$ cat src/rtl/etapa_id_operandos.sv
// RV32I decode / operand-fetch stage with write-back bypass,
// immediate generation and a valid/ready ID/EX register.
module etapa_id_operandos #(
  parameter int XLEN = 32
) (
  input  logic            clk,
  input  logic            rst,
  input  logic            in_valid,
  output logic            in_ready,
  input  logic [31:0]     in_instr,
  input  logic [XLEN-1:0] in_pc,
  input  logic            flush,
  output logic [4:0]      rf_read_addr1,
  output logic [4:0]      rf_read_addr2,
  input  logic [XLEN-1:0] rf_read_data1,
  input  logic [XLEN-1:0] rf_read_data2,
  input  logic            wb_enable,
  input  logic [4:0]      wb_addr,
  input  logic [XLEN-1:0] wb_data,
  output logic            out_valid,
  input  logic            out_ready,
  output logic [XLEN-1:0] out_pc,
  output logic [XLEN-1:0] out_rs1_val,
  output logic [XLEN-1:0] out_rs2_val,
  output logic [XLEN-1:0] out_imm,
  output logic [4:0]      out_rd,
  output logic [6:0]      out_opcode,
  output logic [2:0]      out_funct3,
  output logic            out_funct7b5,
  output logic            out_illegal
);

  localparam logic [6:0] OP_LOAD   = 7'b0000011;
  localparam logic [6:0] OP_IMM    = 7'b0010011;
  localparam logic [6:0] OP_JALR   = 7'b1100111;
  localparam logic [6:0] OP_SYSTEM = 7'b1110011;
  localparam logic [6:0] OP_MISC   = 7'b0001111;
  localparam logic [6:0] OP_STORE  = 7'b0100011;
  localparam logic [6:0] OP_BRANCH = 7'b1100011;
  localparam logic [6:0] OP_LUI    = 7'b0110111;
  localparam logic [6:0] OP_AUIPC  = 7'b0010111;
  localparam logic [6:0] OP_JAL    = 7'b1101111;
  localparam logic [6:0] OP_OP     = 7'b0110011;

  logic [6:0]      opcode;
  logic [XLEN-1:0] imm;
  logic [4:0]      rd;
  logic            illegal;
  logic [XLEN-1:0] op1;
  logic [XLEN-1:0] op2;
  logic [4:0]      rs1_q;
  logic [4:0]      rs2_q;
  logic            accept;

  assign opcode        = in_instr[6:0];
  assign rf_read_addr1 = in_instr[19:15];
  assign rf_read_addr2 = in_instr[24:20];

  assign in_ready = !out_valid || out_ready;
  assign accept   = in_valid && in_ready && !flush;

  always_comb begin
    imm     = '0;
    rd      = in_instr[11:7];
    illegal = 1'b0;
    unique case (opcode)
      OP_LOAD, OP_IMM, OP_JALR, OP_SYSTEM, OP_MISC:
        imm = {{20{in_instr[31]}}, in_instr[31:20]};
      OP_STORE: begin
        imm = {{20{in_instr[31]}}, in_instr[31:25], in_instr[11:7]};
        rd  = '0;
      end
      OP_BRANCH: begin
        imm = {{19{in_instr[31]}}, in_instr[31], in_instr[7],
               in_instr[30:25], in_instr[11:8], 1'b0};
        rd  = '0;
      end
      OP_LUI, OP_AUIPC:
        imm = {in_instr[31:12], 12'b0};
      OP_JAL:
        imm = {{11{in_instr[31]}}, in_instr[31], in_instr[19:12],
               in_instr[20], in_instr[30:21], 1'b0};
      OP_OP:
        imm = '0;
      default: begin
        illegal = 1'b1;
        rd      = '0;
      end
    endcase
  end

  // The regfile write lands only at the edge, so forward it here
  always_comb begin
    op1 = rf_read_data1;
    op2 = rf_read_data2;
    if (rf_read_addr1 == 5'd0)
      op1 = '0;
    else if (wb_enable && wb_addr == rf_read_addr1)
      op1 = wb_data;
    if (rf_read_addr2 == 5'd0)
      op2 = '0;
    else if (wb_enable && wb_addr == rf_read_addr2)
      op2 = wb_data;
  end

  always_ff @(posedge clk) begin
    if (rst) begin
      out_valid    <= 1'b0;
      out_pc       <= '0;
      out_rs1_val  <= '0;
      out_rs2_val  <= '0;
      out_imm      <= '0;
      out_rd       <= '0;
      out_opcode   <= '0;
      out_funct3   <= '0;
      out_funct7b5 <= 1'b0;
      out_illegal  <= 1'b0;
      rs1_q        <= '0;
      rs2_q        <= '0;
    end else if (accept) begin
      out_valid    <= 1'b1;
      out_pc       <= in_pc;
      out_rs1_val  <= op1;
      out_rs2_val  <= op2;
      out_imm      <= imm;
      out_rd       <= rd;
      out_opcode   <= opcode;
      out_funct3   <= in_instr[14:12];
      out_funct7b5 <= in_instr[30];
      out_illegal  <= illegal;
      rs1_q        <= rf_read_addr1;
      rs2_q        <= rf_read_addr2;
    end else if (flush) begin
      out_valid <= 1'b0;
    end else if (out_valid && out_ready) begin
      out_valid <= 1'b0;
    end else if (out_valid) begin
      // Stalled: keep held operands coherent with later write-backs
      if (wb_enable && wb_addr != 5'd0 && wb_addr == rs1_q)
        out_rs1_val <= wb_data;
      if (wb_enable && wb_addr != 5'd0 && wb_addr == rs2_q)
        out_rs2_val <= wb_data;
    end
  end

endmodule

$ cat config.mk
export PLATFORM = sky130hd
export DESIGN_NAME = etapa_id_operandos
export DESIGN_NICKNAME = d
export VERILOG_FILES = /design/src/rtl/etapa_id_operandos.sv
export SDC_FILE = /design/constraint.sdc
export NUM_CORES = 1
export LEC_CHECK = 0
export ABC_CLOCK_PERIOD_IN_PS = 6300
export BUFFER_PORTS_ARGS = -buffer_cell sky130_fd_sc_hd__buf_2
export CAP_MARGIN = 30
export CELL_PAD_IN_SITES_DETAIL_PLACEMENT = 1
export CELL_PAD_IN_SITES_GLOBAL_PLACEMENT = 2
export CORE_MARGIN = 8
export CORE_UTILIZATION = 28
export DETAILED_ROUTE_END_ITERATION = 16
export PLACE_DENSITY = 0.81
export SETUP_SLACK_MARGIN = 0.05
export SYNTH_ARGS = -nofsm -noshare
export SYNTH_HDL_FRONTEND = slang
export SYNTH_SLANG_ARGS = --single-unit
export TNS_END_PERCENT = 1
$ cat constraint.sdc
create_clock -name clk -period 6.3 [get_ports clk]
set_input_delay 1.89 -clock clk [delete_from_list [all_inputs] [get_ports clk]]
set_output_delay 1.89 -clock clk [all_outputs]
set_load 0.02 [all_outputs]
==> out/results.ini <==
[power]
p_int_mw=1.80
p_switching_mw=0.753
switching_share_pct=29.5
pwr-share-seq_pct=41.4
p_leak_nw=4.08
clock_power_share_pct=42.5
p_comb_share_pct=16.0
ir_worst_vdd_v=0.000159
p_per_area_nw_per_um2=270

[timing]
finalHoldViolCount=0
setup_violations=0
worstMarginPinSlew_ns=0.971
fin_crit_ns=4.37
fin_crit_sh_pct=69.4
achievable-frequency_ghz=0.229
fin_tns_setup_ns=0
fin_skew_ns=0.0120
drv_slew=0
max_slew_margin_pct=35.3
rsz0062_at_grt=false

[worst_setup_path]
critPathMaxFanout=3
worstPathArrival_ns=2.48
crit_slowest_cell=buf_2
startpoint_type=primary input
critPathMostFrequentCell=buf_2
max_stage_delay_ns=0.20
path_cells=buf_2, nor2b_4, inv_1, buf_2
worst_ep_required_time_ns=4.41
end_kind=output port
crit_type=in -> out

[yosys]
yosysSeqAreaShare_pct=44.2
syn-num-nets=969
ys_seq_elements=156
ys_async_sr_fraction_pct=0
netlist_instances=798
ys_top_cells_by_count=dfxtp_1, nand2_1, a21oi_1
syn_avg_cell_area_um2=8.86
synth_top_area_share_pct=44.2
synth_top_area_cell=dfxtp_1
ys.warnings.count=0
synthFlopType=dfxtp_1
yosysMostFrequentCell=dfxtp_1
yosysUniqueCellTypes=54
yosys-top-cells-area=dfxtp_1, nand2_1, a221oi_2
syn_area_um2=7070
synth_enable_flop_cells=0

[floorplanning]
placementRows=58
core-area_um2=25000
dieWidth_um=175
die_h_um=175
fp.dieArea_um2=30600
io_pins=328
start_util_pct=28.3

[global_routing]
grt_usage_pct=18.1
grt_pass1_vias=7494
gr-total-overflow=0
grt_max_degree=75
met1_usage_pct=21.8
grt_use_met2_pct=29.5
grt_use_met3_pct=7.25
antenna_found_initial=4
grt_busiest_layer=met2
grt_pass1_wl_mm=44.3

[clock_network]
postCtsSetupBuffers=0
holdBufCountCts=0
cts_buffers=17
cts_tree=done
worst_setup_hold_path_clk_slew_ns=0.06
clock-sinks=156
cts.repair.resized=0
h-tree-depth=4
clk_latency_ns=0.42
cts_buffer_depth=2
cts-root-buf=clkbuf_16

[cells_and_area]
drive_gt1_share_pct=39.1
fin_area_um2=9440
nNetsFinal=1248
area_growth_pct=33.5

[drt]
ant_nets=0
drt_pass1_iterations=4
route.detailed.wl_per_inst_um=20.1
wl_mm=28.5
viasPerCell=5.00
initialDrtViolationCount=327
drc=0
vias=7103

[status]
outcome=finished, final reports clean

[placed_design]
port_buffers=327
gp_congestion=0.775
hpwlAfterDp_mm=21.2
placed_area_um2=8830

[hold_path]
worstHoldPathType=reg -> reg

[flow_run]
cap_violations=0

-- cell families (layout without fill, tap and decap cells) --
kind of cell | count (synthesis) | count (layout) | share of synthesized area [%]
and+or+nand+nor | 333 | 333 | 23.6
muxes | 1 | 1 | 0.142
DFF | 156 | 156 | 44.2
AOI/OAI and AO/OA | 200 | 200 | 23.1
buffers and inverters | 87 | 379 | 6.44
xor gates and xnor gates | 21 | 21 | 2.60
other | 0 | 1 | 0
-- cell type report --
class	count	area [um2]
fill	3064	15500
multi-input combinational	555	3500
sequential	156	3120
timing repair buffer	340	1760
clock buffer	19	453
tap	330	413
clock inverter	13	155
inverter	7	26.3
antenna	1	2.50
-- final timing paths --
kind,startpoint,endpoint,slack (ns),cells past startpoint
max,out_ready,in_ready,1.93,4
min,out_imm[23]$_SDFFE_PP0N_,out_imm[23]$_SDFFE_PP0N_,0.45,2
max reg2reg,out_valid$_SDFFE_PP0P_,out_rs1_val[0]$_SDFFE_PP0P_,3.78,8
min reg2reg,out_imm[23]$_SDFFE_PP0N_,out_imm[23]$_SDFFE_PP0N_,0.45,2
-- power groups by stage --
| stage | sequential (mW) | clock [mW] | combinational [mW] |
|---|---|---|---|
| 2_1_floorplan | 1.13 | 0 | 0.190 |
| 3_3_place_gp | 1.08 | 0 | 0.405 |
| 3_5_place_dp | 1.08 | 0 | 0.412 |
| 4_1_cts | 1.06 | 1.12 | 0.414 |
| 5_1_grt | 1.06 | 1.15 | 0.447 |
| 6_report | 1.06 | 1.08 | 0.409 |
-- layout by cell type (no fill, tap or decap), drive strengths merged, types with 9 or more instances in the layout --
cell	synthesis	layout
xnor2	12	12
a31oi	12	12
o21ai	21	21
a21oi	70	70
buf	46	340
clkbuf	34	19
nand2	146	146
nand3	15	15
nor2b	68	68
nor2	14	14
dfxtp	156	156
xor2	9	9
nor3	71	71
inv	7	13
a221oi	64	64
-- state kept, by name (all words and copies together) (netlist names) --
signal / count
out_imm: 32
out_pc: 32
out_rs1_val: 32
out_rs2_val: 32
out_opcode: 7
out_rd: 5
rs1_q: 5
rs2_q: 5
out_funct3: 3
out_funct7b5: 1
out_illegal: 1
out_valid: 1
-- worst max-delay path, delay by kind of cell --
kind / cells / cell delay (ns)
buf+inv: 3 / 0.44
simple gates: 1 / 0.14
-- routing by layer --
metal  wire length [um]  vias to the layer above
met3               2710                       35
met1              12000                     3405
met5                 46                        -
met4                429                        8
met2              13400                      264
li1                   -                     3391
-- through the flow --
stage | hold slack, ns | util, % | setup WS, ns | cells | power, mW
global placement | 0.429 | 35.2 | 1.68 | 1386 | 1.48
global route | 0.456 | 37.8 | 1.89 | 1420 | 2.66
floorplan | 0.448 | - | 2.24 | 798 | 1.32
detailed placement | 0.437 | 35.4 | 1.92 | 1388 | 1.49
CTS | 0.449 | 37.8 | 1.92 | 1420 | 2.59
finish | 0.447 | 37.8 | 1.93 | 1421 | 2.55
Power figures use the tool's default switching activity.
